<file path="config.mk">
export PLATFORM = sky130hd
export DESIGN_NAME = bus_mux
export DESIGN_NICKNAME = d
export VERILOG_FILES = /design/src/rtl/bus_mux_pkg.sv /design/src/rtl/encoder_24_to_5.sv /design/src/rtl/bus_mux.sv
export SDC_FILE = /design/constraint.sdc
export NUM_CORES = 1
export LEC_CHECK = 0
export ABC_AREA = 1
export CAP_MARGIN = 10
export CORE_AREA = 10 10 316 318
export CTS_CLUSTER_SIZE = 14
export DETAILED_ROUTE_END_ITERATION = 10
export DIE_AREA = 0 0 326 328
export SLEW_MARGIN = 10
export SYNTH_ARGS = -nofsm -noshare
export SYNTH_HDL_FRONTEND = slang
export SYNTH_SLANG_ARGS = --single-unit
export TNS_END_PERCENT = 10
</file>
<file path="constraint.sdc">
create_clock -name clock -period 3.95 [get_ports clock]
set_input_delay 0.79 -clock clock [delete_from_list [all_inputs] [get_ports clock]]
set_output_delay 0.79 -clock clock [all_outputs]
set_load 0.02 [all_outputs]
</file>
<file path="src/rtl/bus_mux_pkg.sv">
// bus_mux_pkg: select codes and sizes shared by the bus multiplexer
package bus_mux_pkg;
    localparam int NUM_SOURCES = 24;
    localparam int BUS_WIDTH   = 32;
    localparam logic [4:0] SEL_R0     = 5'd0;
    localparam logic [4:0] SEL_R1     = 5'd1;
    localparam logic [4:0] SEL_R2     = 5'd2;
    localparam logic [4:0] SEL_R3     = 5'd3;
    localparam logic [4:0] SEL_R4     = 5'd4;
    localparam logic [4:0] SEL_R5     = 5'd5;
    localparam logic [4:0] SEL_R6     = 5'd6;
    localparam logic [4:0] SEL_R7     = 5'd7;
    localparam logic [4:0] SEL_R8     = 5'd8;
    localparam logic [4:0] SEL_R9     = 5'd9;
    localparam logic [4:0] SEL_R10    = 5'd10;
    localparam logic [4:0] SEL_R11    = 5'd11;
    localparam logic [4:0] SEL_R12    = 5'd12;
    localparam logic [4:0] SEL_R13    = 5'd13;
    localparam logic [4:0] SEL_R14    = 5'd14;
    localparam logic [4:0] SEL_R15    = 5'd15;
    localparam logic [4:0] SEL_HI     = 5'd16;
    localparam logic [4:0] SEL_LO     = 5'd17;
    localparam logic [4:0] SEL_RZ_HI  = 5'd18;
    localparam logic [4:0] SEL_RZ_LO  = 5'd19;
    localparam logic [4:0] SEL_PC     = 5'd20;
    localparam logic [4:0] SEL_MDR    = 5'd21;
    localparam logic [4:0] SEL_INPORT = 5'd22;
    localparam logic [4:0] SEL_CSIGN  = 5'd23;
    localparam logic [4:0] SEL_NONE   = 5'd31;
endpackage

</file>
<file path="src/rtl/encoder_24_to_5.sv">
// encoder_24_to_5: priority encoder, highest set request wins, none gives SEL_NONE
module encoder_24_to_5
    import bus_mux_pkg::*;
(
    input  logic [NUM_SOURCES-1:0] req,
    output logic [4:0]             code
);
    always_comb begin
        code = SEL_NONE;
        for (int i = 0; i < NUM_SOURCES; i++)
            if (req[i]) code = 5'(i);
    end
endmodule

</file>
<file path="src/rtl/bus_mux.sv">
// bus_mux: 24:1 combinational bus multiplexer with a sticky multi-driver flag
module bus_mux
    import bus_mux_pkg::*;
(
    input  logic                 clock,
    input  logic                 clear,
    input  logic [BUS_WIDTH-1:0] R0_BusMuxIn,
    input  logic [BUS_WIDTH-1:0] R1_BusMuxIn,
    input  logic [BUS_WIDTH-1:0] R2_BusMuxIn,
    input  logic [BUS_WIDTH-1:0] R3_BusMuxIn,
    input  logic [BUS_WIDTH-1:0] R4_BusMuxIn,
    input  logic [BUS_WIDTH-1:0] R5_BusMuxIn,
    input  logic [BUS_WIDTH-1:0] R6_BusMuxIn,
    input  logic [BUS_WIDTH-1:0] R7_BusMuxIn,
    input  logic [BUS_WIDTH-1:0] R8_BusMuxIn,
    input  logic [BUS_WIDTH-1:0] R9_BusMuxIn,
    input  logic [BUS_WIDTH-1:0] R10_BusMuxIn,
    input  logic [BUS_WIDTH-1:0] R11_BusMuxIn,
    input  logic [BUS_WIDTH-1:0] R12_BusMuxIn,
    input  logic [BUS_WIDTH-1:0] R13_BusMuxIn,
    input  logic [BUS_WIDTH-1:0] R14_BusMuxIn,
    input  logic [BUS_WIDTH-1:0] R15_BusMuxIn,
    input  logic [BUS_WIDTH-1:0] HI_BusMuxIn,
    input  logic [BUS_WIDTH-1:0] LO_BusMuxIn,
    input  logic [BUS_WIDTH-1:0] RZ_HI_BusMuxIn,
    input  logic [BUS_WIDTH-1:0] RZ_LO_BusMuxIn,
    input  logic [BUS_WIDTH-1:0] PC_BusMuxIn,
    input  logic [BUS_WIDTH-1:0] MDR_Bus_lines,
    input  logic [BUS_WIDTH-1:0] Inport_BusIn,
    input  logic [BUS_WIDTH-1:0] C_sign_extended,
    input  logic [NUM_SOURCES-1:0] Encoder_signals,
    output logic [BUS_WIDTH-1:0] BusMuxOut,
    output logic [4:0]           Encoder_select_signals_check,
    output logic                 Bus_conflict
);
    logic [BUS_WIDTH-1:0] src [NUM_SOURCES];
    logic [4:0]           sel;

    assign src = '{R0_BusMuxIn, R1_BusMuxIn, R2_BusMuxIn, R3_BusMuxIn,
                   R4_BusMuxIn, R5_BusMuxIn, R6_BusMuxIn, R7_BusMuxIn,
                   R8_BusMuxIn, R9_BusMuxIn, R10_BusMuxIn, R11_BusMuxIn,
                   R12_BusMuxIn, R13_BusMuxIn, R14_BusMuxIn, R15_BusMuxIn,
                   HI_BusMuxIn, LO_BusMuxIn, RZ_HI_BusMuxIn, RZ_LO_BusMuxIn,
                   PC_BusMuxIn, MDR_Bus_lines, Inport_BusIn, C_sign_extended};

    encoder_24_to_5 u_enc (.req(Encoder_signals), .code(sel));

    assign Encoder_select_signals_check = sel;
    assign BusMuxOut = (sel <= SEL_CSIGN) ? src[sel] : '0;

    always_ff @(posedge clock or negedge clear)
        if (!clear) Bus_conflict <= 1'b0;
        else if ($countones(Encoder_signals) > 1) Bus_conflict <= 1'b1;
endmodule

</file>
* Word level (Yosys, flattened, before mapping) *
Cells that the tools add are included.
Widths: inputs -> output; s select.

storage, ports and cells
  register bits = 1
  input bits = 794
  output and inout bits = 38
  logic and storage cells = 56

operators by class
  $add $sub $neg = 23
  order comparisons = 3
  muxes and demuxes = 28
  bitwise logic cells = 1

operator list
  kind                number
  $bmux 32 s5         1
  $mux 5              24
  $mux 32             3
  $add 1x1->2         12
  $add 2x2->3         6
  $add 3x3->4         3
  $add 5x4->6         1
  $ge 6x6->1 const B  1
  $gt 6x1->1 const B  1
  $not 5->6           1
  $add 4x4->5         1
  $le 5x5->1 const B  1

* Longest topological paths before layout *
Gate-level depths: netlist of the first run.

  depth after elaboration = 29
  gate-level depth with buffers = 32

* By module *
Synthesis of the first run repeated with hierarchy kept, for this count alone.

second synthesis, totals
  cells, all modules = 2,233
  area, all modules = 10,033.4 µm²

modules (own cells, without submodules)
  module           instances  cells each  area an instance (µm²)  seq. area each (µm²)
  bus_mux          1          2,156       9,671.8                 25.0
  encoder_24_to_5  1          77          361.6                   0.0

* Least setup slack after synthesis of the first run *
No wires, ideal clock.

  kind = input port to flip-flop
  start = input port Encoder_signals[17]
  end = register Bus_conflict
  setup time = 139 ps
  arrival = 4,214 ps
  data required time = 3,811 ps
  setup slack = -403 ps
  stages = 13
  buffers on the path = 0
  cell sequence = fa_1 inv_1 fa_1 inv_1 fa_1 inv_1 fa_1 fa_1 inv_1 ha_1 fa_1 nor2_1 o2111ai_1

between the ends
  word-level cells in the longest chain between the ends = 5

RTL lines
  element                            line           text
  start, declared                    bus_mux.sv:31  input logic [NUM_SOURCES-1:0] Encoder_signals,
  $add 1x1->2 (implied by the code)  bus_mux.sv:53  else if ($countones(Encoder_signals) > 1) Bus_conflict <= 1'b1;
  $add 2x2->3 (implied by the code)  bus_mux.sv:53
  $add 3x3->4 (implied by the code)  bus_mux.sv:53
  $add 5x4->6 (implied by the code)  bus_mux.sv:53
  $gt 6x1->1                         bus_mux.sv:53
  end signal, assigned               bus_mux.sv:52  if (!clear) Bus_conflict <= 1'b0;
  end signal, assigned               bus_mux.sv:53
  end, declared                      bus_mux.sv:34  output logic Bus_conflict

No other way between the ends.
A chain may end at the register's enable or synchronous reset.

* Final worst setup path of the first run *
  start = input port Encoder_signals[16]
  end = register Bus_conflict

The elaborated chain is that of the path after synthesis.

==> results of run 1 <==
==> power groups by stage <==
stage | Sequential, W | Combinational (W) | Clock [W]
final | 0.0000104 | 0.00315 | 0.000000000307
after CTS | 0.0000104 | 0.00300 | 0
after global placement | 0.0000104 | 0.00269 | 0
after floorplan | 0.0000104 | 0.00104 | 0
after global routing | 0.0000104 | 0.00341 | 0.000000000204
after detailed placement | 0.0000104 | 0.00271 | 0
==> routing by layer <==
layer / track usage, % / vias up / wire length, µm / share of wire (%)
met3: 4.176 / 94 / 8186 / 7.5
met2: 31.97 / 871 / 51770 / 48
met1: 24.25 / 8077 / 46620 / 43
met5: 0 / - / 214 / 0.20
met4: 2.959 / 30 / 1991 / 1.8
li1: - / 8034 / - / -
==> worst max-delay path, stage by stage <==
cell,delay [ns]
clkdlybuf4s50_1,0.49
inv_1,0.06
buf_4,0.13
fa_1,0.56
inv_2,0.06
fa_1,0.50
inv_2,0.04
fa_1,0.53
fa_1,0.54
inv_2,0.05
ha_4,0.16
fa_2,0.44
nor2_2,0.13
o2111ai_2,0.12
==> what timing repair did <==
action                                  CTS  global route
setup buffers                            23             6
resized for setup                       370           207
pin swaps                                28            66
endpoints found under the setup margin   36            37
cloned                                   12             3
==> logic make-up (layout without fill, tap and decap cells) <==
| group | count (synthesis) | after routing | synth area share [%] |
|---|---|---|---|
| adders and majority gates | 25 | 25 | 5.169 |
| DFF | 1 | 1 | 0.2936 |
| other | 0 | 9 | 0 |
| AOI/OAI and AO/OA | 7 | 7 | 0.5727 |
| and+or+nand+nor | 1559 | 1559 | 80.91 |
| buffers and inverters | 253 | 1192 | 13.05 |
==> synthesized netlist by cell type <==
cell type  number
nand3_1       804
nand2_1       736
inv_1          80
clkbuf_1       74
buf_2          62
buf_4          18
fa_1           17
buf_1          12
nor2_1         10
ha_1            8
nand3b_1        3
a21oi_1         2
buf_6           2
clkinv_1        2
inv_2           2
nand2_4         2
nor4_1          2
a211o_1         1
dfrtp_1         1
inv_4           1
nor3_1          1
nor3b_1         1
o2111ai_1       1
o211ai_1        1
o21ai_1         1
o311ai_0        1
==> layout make-up <==
class                   count  share of cell area, %
diodes                      9                0.09888
repair buffers           1107                  51.39
multi-input cells        1591                  39.91
well taps                1254                  6.889
inverters                  85                  1.610
flip-flops and latches      1                 0.1099
==> final timing paths <==
path | endpoint | depth (start not counted)
max in group asynchronous | Bus_conflict$_DFFE_PN0N_ | 1
worst max register to register | Bus_conflict$_DFFE_PN0N_ | 2
worst min register to register | Bus_conflict$_DFFE_PN0N_ | 2
min in group asynchronous | Bus_conflict$_DFFE_PN0N_ | 1
worst min-delay path | Bus_conflict$_DFFE_PN0N_ | 2
worst max-delay path | Bus_conflict$_DFFE_PN0N_ | 14
==> through the flow <==
| step | utilization [%] | setup TNS, ns | instances | area (µm²) | hold WS (ns) |
|---|---|---|---|---|---|
| 5_1_grt | 24.47 | -27.65 | 4044 | 22770 | 0.6038 |
| 6_report | 24.48 | -18.32 | 4047 | 22780 | 0.5696 |
| 3_5_place_dp | 21.56 | -50.01 | 4002 | 20060 | 0.6639 |
| 3_3_place_gp | 21.56 | -53.59 | 4002 | 20060 | 0.6542 |
| 4_1_cts | 23.54 | -22.63 | 4035 | 21900 | 0.6094 |
| 2_1_floorplan | - | -0.3366 | 1845 | 8523 | 0.4944 |
==> summary.md, run 1 <==
| Metric | Value |
|---|---|
| Share of cells above drive strength 1 | `22.16%` |
| Std cell rows | `112` |
| Normalized max-slew margin | `59.82%` |
| Sequential Power Share | `0.3%` |
| Clock slew seen by the registers of the worst setup and hold paths | `0 ns` |
| Layout area overhead | `167.3%` |
| Min-delay src | `Bus_conflict$_DFFE_PN0N_` |
| Reg2reg setup slack | `3.05 ns` |
| RSZ-0062 raised after global routing | `true` |
| Max Slew Vio Count | `0` |
| First-pass GRT wire length | `142.8 mm` |
| Yosys reg bits | `1` |
| Max reg flops | `1` |
| Final Power | `0.003162 W` |
| Top-area cell type share of the netlist area | `47.22%` |
| Hold-fix buffers at CTS | `0` |
| Startpoint Class | `input port` |
| Final ANT Viol Nets | `0` |
| Worst-Margin Slew | `0.6027 ns` |
| Max Freq | `210.8 MHz` |
| Critical Path Source | `Encoder_signals[16]` |
| Status | `finished with violations` |
| Leak Pwr | `9.666 nW` |
| Via-to-Cell Ratio | `4.227` |
| DP Worst Slack | `-1.925 ns` |
| Synth area leaders | `nand3_1, nand2_1, fa_1` |
| Total die area | `106900 µm²` |
| DRC viols | `0` |
| Vias in the first global route | `17230` |
| Net count reported at finish | `3605` |
| Routability cong. | `0.9741` |
| # setup viols final | `33` |
| Max-cap violations | `0` |
| Max FO, Critical Path | `2` |
| DR pass1 iterations | `5` |
| Logic pwr share | `99.7%` |
| Critical Path AT | `4.58 ns` |
| Die W | `326 µm` |
| Register area share after synthesis | `0.2937%` |
| Core area | `93050 µm²` |
| Routed vias | `17110` |
| Largest net degree at the start of global routing | `49` |
| HPWL Detailed | `91.25 mm` |
| Crit. End Element | `register` |
| Routed wire length | `108.8 mm` |
| Clk Latency, worst-skew pair | `0 ns` |
| Die Ht | `328 µm` |
| Crit path kind | `input port to register` |
| Sequential Area | `25.02 µm²` |
| Commonest non-fill, non-tap cell in the layout | `clkdlybuf4s50_1` |
| Num ports | `832` |
| Mapped Area | `8521 µm²` |
| Global Route Usage Sum | `18.76%` |
| Largest Register | `Bus_conflict` |
| Pwr per Cell Area | `138.8 nW/µm²` |
| Initial Util | `9.157%` |
| Area of the multi-input gates | `9089 µm²` |
| Filler cells | `10560` |
| Syn_nets | `2664` |
| Initial antenna violation count | `30` |
| Area leader, netlist | `nand3_1` |
| Syn Inst Count | `1845` |
| Hold Fails Final Rpt | `0` |
| Peak supply drop | `136.3 µV` |
| Failing checks | `setup timing` |
| Total congestion overflow | `0` |
| Fin worst setup slack | `-0.7935 ns` |
| Synth unique cells | `26` |
| Syn_area_per_cell | `4.618 µm²` |
| Worst Skew | `0 ns` |
| I/O Buffers | `831` |
| Worst Hold Class | `register to register` |
| Tcrit/Tclk final | `120.1%` |
| Int Pwr | `0.001625 W` |
| Ys Warns | `0` |
| Clock share of power | `0%` |
| Regs by FF count | `Bus_conflict x1` |
| Sw Ratio | `48.61%` |
| R2R Path Start | `Bus_conflict$_DFFE_PN0N_` |
| Data required, critical path | `3.79 ns` |
| DR iter-0 viols | `1383` |
| Net Switching | `0.001537 W` |
| Drt wl/cell | `26.88 µm` |
| Leading cell types in the layout, fill and taps excluded | `clkdlybuf4s50_1, nand2_1, nand3_1, buf_4, nand3_2` |
| Min cycle time layout | `4.743 ns` |
(Power assumes the default switching activity.)
==> run 2: changes to the inputs <==
CORE_AREA = 10 10 320 322   (was 10 10 316 318)
DIE_AREA = 0 0 330 332   (was 0 0 326 328)
==> summary.md, run 2 (synthesis gave the netlist of run 1 again) <==
| Metric | Value |
|---|---|
| Hold Fails Final Rpt | `0 (unchanged)` |
| Via-to-Cell Ratio | `4.191 (-0.85%)` |
| Data required, critical path | `3.79 ns (about the same)` |
| Pwr per Cell Area | `139.2 nW/µm² (+0.24%)` |
| Normalized max-slew margin | `56.11% (-3.7 points)` |
| Worst Skew | `0 ns (unchanged)` |
| Worst-Margin Slew | `0.6583 ns (+0.05569 ns)` |
| Tcrit/Tclk final | `119.4% (-0.73 points)` |
| Max Slew Vio Count | `0 (unchanged)` |
| Regs by FF count | `Bus_conflict x1` |
| Vias in the first global route | `17430 (+1.2%)` |
| Startpoint Class | `input port` |
| DR iter-0 viols | `1381 (-0.14%)` |
| Failing checks | `setup timing` |
| Worst hold margin | `0.5456 ns (-0.02404 ns)` |
| Total die area | `109600 µm² (+2.5%)` |
| Max Freq | `212.1 MHz (+0.61%)` |
| Clk Latency, worst-skew pair | `0 ns (unchanged)` |
| HPWL Detailed | `89.48 mm (-1.9%)` |
| Total congestion overflow | `0 (unchanged)` |
| Fin worst setup slack | `-0.7648 ns (+0.02873 ns)` |
| Num ports | `832 (unchanged)` |
| Initial Util | `8.876% (-0.28 points)` |
| Crit path kind | `input port to register` |
| Leading cell types in the layout, fill and taps excluded | `clkdlybuf4s50_1, nand2_1, nand3_1, buf_4, nand3_2` |
| Crit. End Element | `register` |
| Initial antenna violation count | `46 (+53%)` |
| Final ANT Viol Nets | `0 (unchanged)` |
| # setup viols final | `33 (unchanged)` |
| DRC viols | `0 (unchanged)` |
| Min cycle time layout | `4.715 ns (-0.02873 ns)` |
| Max reg flops | `1 (unchanged)` |
| Net count reported at finish | `3644 (+1.1%)` |
| Commonest non-fill, non-tap cell in the layout | `clkdlybuf4s50_1` |
| Status | `finished with violations` |
| Global Route Usage Sum | `18.09% (-0.66 points)` |
| Largest net degree at the start of global routing | `77 (+57%)` |
| Final Core Density | `24.45% (about the same)` |
| Routed wire length | `106.9 mm (-1.7%)` |
| First-pass GRT wire length | `140.6 mm (-1.5%)` |
| Worst Hold Class | `register to register` |
| Die W | `330 µm (+1.2%)` |
| Layout area overhead | `175.5%` |
| Core area | `95990 µm² (+3.2%)` |
| Routed vias | `17240 (+0.79%)` |
| Max FO, Critical Path | `2 (unchanged)` |
| Leak Pwr | `9.945 nW (+2.9%)` |
| I/O Buffers | `831 (unchanged)` |
| Largest Register | `Bus_conflict` |
| RSZ-0062 raised after global routing | `true` |
| Std cell rows | `114 (+1.8%)` |
| Area of the multi-input gates | `9037 µm² (-0.56%)` |
| Max-cap violations | `0 (unchanged)` |
| Hold-fix buffers at CTS | `0 (unchanged)` |
| Share of cells above drive strength 1 | `23.66% (+1.5 points)` |
| Sequential Area | `25.02 µm² (unchanged)` |
| Drt wl/cell | `25.98 µm (-3.3%)` |
| Routability cong. | `0.9354 (-4.0%)` |
| Peak supply drop | `144.4 µV (+5.9%)` |
| DR pass1 iterations | `5 (unchanged)` |
| Die Ht | `332 µm (+1.2%)` |
| Clock slew seen by the registers of the worst setup and hold paths | `0 ns (unchanged)` |
| Filler cells | `10810 (+2.4%)` |
| Critical Path AT | `4.56 ns (-0.02 ns)` |
==> run 2: worst max-delay path, cell delays in order <==
cell and delay, ns:
buf_8 0.10, buf_6 0.11, fa_1 0.54, inv_1 0.06, fa_1 0.50, fa_1 0.57, fa_1 0.46, fa_1 0.55
inv_2 0.05, ha_4 0.16, fa_1 0.42, nor2_1 0.13, o2111ai_2 0.12
==> run 2: metal layers <==
layer / GRT usage [%] / vias to the layer above / routed length [µm]
met1: 22.37 / 8035 / 43280
met5: 0 / - / 388
met3: 5.444 / 139 / 10260
met2: 30.40 / 877 / 50430
met4: 4.009 / 58 / 2517
li1: - / 8132 / -
==> run 2: area by class of cell <==
cell class | count | area share (%)
repair buffers | 1143 | 52.81
well taps | 1276 | 6.801
multi-input cells | 1592 | 38.50
repair inverters | 2 | 0.07462
flip-flops and latches | 1 | 0.1066
inverters | 85 | 1.551
diodes | 15 | 0.1599
==> run 2: what timing repair did <==
action / in CTS / in global routing
endpoints found under the setup margin: 38 / 38
gates cloned: 23 / 3
setup buffers: 35 / 7
gates resized for setup: 428 / 121
pin swaps: 77 / 44
==> run 2: final timing paths <==
kind | startpoint | endpoint | slack (ns) | depth (start not counted)
setup / recovery | Encoder_signals[1] | Bus_conflict$_DFFE_PN0N_ | -0.76 | 13
hold / removal | Bus_conflict$_DFFE_PN0N_ | Bus_conflict$_DFFE_PN0N_ | 0.55 | 2
setup reg to reg | Bus_conflict$_DFFE_PN0N_ | Bus_conflict$_DFFE_PN0N_ | 3.07 | 2
hold reg to reg | Bus_conflict$_DFFE_PN0N_ | Bus_conflict$_DFFE_PN0N_ | 0.55 | 2
max in group asynchronous | clear | Bus_conflict$_DFFE_PN0N_ | 2.90 | 1
min in group asynchronous | clear | Bus_conflict$_DFFE_PN0N_ | 0.94 | 1
==> run 2: report_power, final <==
part,internal [W],switching (W)
combinational,0.00171,0.00154
clock,0.000000000514,0
sequential,0.0000104,0
==> run 2: through the flow <==
stage / area, µm² / setup TNS (ns) / cells / worst slack, ns / total power (W)
2_1_floorplan: 8523 / -0.3366 / 1845 / -0.3366 / 0.001052
3_3_place_gp: 20520 / -57.62 / 4036 / -1.987 / 0.002791
3_5_place_dp: 20520 / -52.17 / 4036 / -1.808 / 0.002806
4_1_cts: 22880 / -24.87 / 4094 / -0.8128 / 0.003217
5_1_grt: 23470 / -29.24 / 4110 / -0.9403 / 0.003513
6_report: 23480 / -21.53 / 4114 / -0.7648 / 0.003267
==> run 3: changes to the inputs <==
clock period = 4.7 ns   (was 3.95 ns; I/O delays follow)
==> summary.md, run 3 (synthesis gave the netlist of run 1 again) <==
| Metric | Value |
|---|---|
| Status | `finished with violations` |
| Failing checks | `setup timing` |
| Normalized max-slew margin | `72.20% (+16 points)` |
| Total congestion overflow | `0 (unchanged)` |
| Final Power | `0.002637 W (-19%)` |
| DR iter-0 viols | `1367 (-1.0%)` |
| Setup TNS | `-4.474 ns (+17.05 ns)` |
| Largest Register | `Bus_conflict` |
| Max-cap violations | `0 (unchanged)` |
| Share of cells above drive strength 1 | `22.42% (-1.2 points)` |
| Max reg flops | `1 (unchanged)` |
| Initial antenna violation count | `35 (-24%)` |
| Commonest non-fill, non-tap cell in the layout | `clkdlybuf4s50_1` |
| Data required, critical path | `3.76 ns (-0.03 ns)` |
| Fin worst setup slack | `-0.2020 ns (+0.5628 ns)` |
| Num ports | `832 (unchanged)` |
| RSZ-0062 raised after global routing | `true` |
| Total die area | `109600 µm² (unchanged)` |
| DRC viols | `0 (unchanged)` |
| Worst Hold Class | `register to register` |
| Crit path kind | `input port to output port` |
| GR peak layer | `met2` |
| R2R Path Start | `Bus_conflict$_DFFE_PN0N_` |
| Startpoint Class | `input port` |
| Vias in the first global route | `17300 (-0.77%)` |
| Max Freq | `204.0 MHz` |
| # setup viols final | `33 (unchanged)` |
| Final Core Density | `24.11% (-0.34 points)` |
| Worst hold margin | `0.5858 ns (+0.04021 ns)` |
| Final ANT Viol Nets | `0 (unchanged)` |
| Clock slew seen by the registers of the worst setup and hold paths | `0 ns (unchanged)` |
| End point of the critical path | `BusMuxOut[15]` |
| Pwr per Cell Area | `113.9 nW/µm² (-18%)` |
| Routability cong. | `0.9421 (+0.72%)` |
| Min cycle time layout | `4.902 ns` |
| Via-to-Cell Ratio | `4.199 (+0.20%)` |
| Largest net degree at the start of global routing | `69 (-10%)` |
| Regs by FF count | `Bus_conflict x1` |
| Worst-Margin Slew | `0.4170 ns (-0.2413 ns)` |
| Hold Fails Final Rpt | `0 (unchanged)` |
| Drt wl/cell | `27.60 µm (+6.2%)` |
| Slowest cell on crit path | `bufbuf_16` |
| HPWL Detailed | `93.12 mm (+4.1%)` |
| I/O Buffers | `831 (unchanged)` |
| Max Slew Vio Count | `0 (unchanged)` |
| Global Route Usage Sum | `19.07% (+0.98 points)` |
| Leak Pwr | `9.747 nW (-2.0%)` |
| Crit. End Element | `output port` |
| Clk Latency, worst-skew pair | `0 ns (unchanged)` |
| Net count reported at finish | `3609 (-0.96%)` |
| R2R depth | `2 (unchanged)` |
| Routed vias | `17140 (-0.58%)` |
| Hold-fix buffers at CTS | `0 (unchanged)` |
| Die W | `330 µm (unchanged)` |
| Worst Skew | `0 ns (unchanged)` |
| Critical Path Source | `Encoder_signals[1]` |
| Tcrit/Tclk final | `104.3%` |
| Met1 Use GR | `24.32% (+1.9 points)` |
| Core area | `95990 µm² (unchanged)` |
| Routed wire length | `112.7 mm (+5.4%)` |
| Filler cells | `10810 (-0.018%)` |
| DR pass1 iterations | `7 (+2)` |
| Leading cell types in the layout, fill and taps excluded | `clkdlybuf4s50_1, nand2_1, nand3_1, nand3_2, buf_4` |
| Peak supply drop | `127.3 µV (-12%)` |
| First-pass GRT wire length | `146.9 mm (+4.5%)` |
| Reg2reg setup slack | `3.76 ns (+0.69 ns)` |
| Max FO, Critical Path | `7 (+5)` |
| Std cell rows | `114 (unchanged)` |
| Layout area overhead | `171.6%` |
| Most used cell, CP | `nand2_1` |
| Critical Path AT | `3.96 ns (-0.60 ns)` |
| Die Ht | `332 µm (unchanged)` |
| GR Layer Usage met2 | `32.96% (+2.6 points)` |
| CP peak stage delay | `0.29 ns (-0.28 ns)` |
| Initial Util | `8.876% (unchanged)` |
| Met3 usage in global routing | `3.707% (-1.7 points)` |
| R2R Path End | `Bus_conflict$_DFFE_PN0N_` |
-- run 3: per-layer routing --
layer  share of wire [%]  routed length, µm
met2                  48              54060
met1                  43              47950
met3                 7.4               8331
met5                0.16                183
met4                 1.9               2138
-- run 3: worst min-delay path by stage --
stage,startpoint,end,slack [ns],depth (start not counted)
after floorplan,Bus_conflict$_DFFE_PN0N_,Bus_conflict$_DFFE_PN0N_,0.60,2
after global placement,Bus_conflict$_DFFE_PN0N_,Bus_conflict$_DFFE_PN0N_,0.68,2
after detailed placement,Bus_conflict$_DFFE_PN0N_,Bus_conflict$_DFFE_PN0N_,0.70,2
after CTS,Bus_conflict$_DFFE_PN0N_,Bus_conflict$_DFFE_PN0N_,0.64,2
after global routing,Bus_conflict$_DFFE_PN0N_,Bus_conflict$_DFFE_PN0N_,0.66,2
final,Bus_conflict$_DFFE_PN0N_,Bus_conflict$_DFFE_PN0N_,0.59,2
-- run 3: per-stage QoR --
| step | instance area [µm²] | setup WS (ns) | cells |
|---|---|---|---|
| detailed placement | 20060 | -1.445 | 4013 |
| finish | 23140 | -0.2020 | 4082 |
| global route | 23130 | -0.4685 | 4077 |
| floorplan | 8521 | 0.1970 | 1845 |
| CTS | 22650 | -0.2683 | 4062 |
| global placement | 20060 | -1.585 | 4013 |
-- run 3: critical path, delay by kind of cell --
kind                     cells  cell delay, ns
AND/OR/NAND/NOR             26            1.82
buffers and inverters        7            0.92
adder cells (fa/ha/maj)      1            0.14
AO/OA/AOI/OAI                1            0.10
-- run 3: timing repair --
action | CTS | global route
setup endpoints to repair | 36 | 35
pin swaps | 89 | 40
setup buffers | 28 | 4
gates resized for setup | 496 | 108
cloned | 25 | 2
-- run 3: cell type report --
type                            instances  area, µm²  share of cell area [%]
Timing Repair Buffer                 1107      11960                   51.69
Multi-Input combinational cell       1592       9096                   39.30
Tap cell                             1276       1597                   6.898
Inverter                               85      382.9                   1.654
Antenna cell                           18      45.04                  0.1946
Timing Repair inverter                  3      36.28                  0.1568
Sequential cell                         1      25.02                  0.1081
-- run 3: power by group --
group | internal (W) | switching (W) | total (W) | leakage [nW]
Combinational | 0.00135 | 0.00128 | 0.00263 | 9.74
Sequential | 0.00000876 | 0 | 0.00000876 | 0.00875
Clock | 0.000000000460 | 0 | 0.000000000460 | 0.000120
Total | 0.00136 | 0.00128 | 0.00264 | 9.75
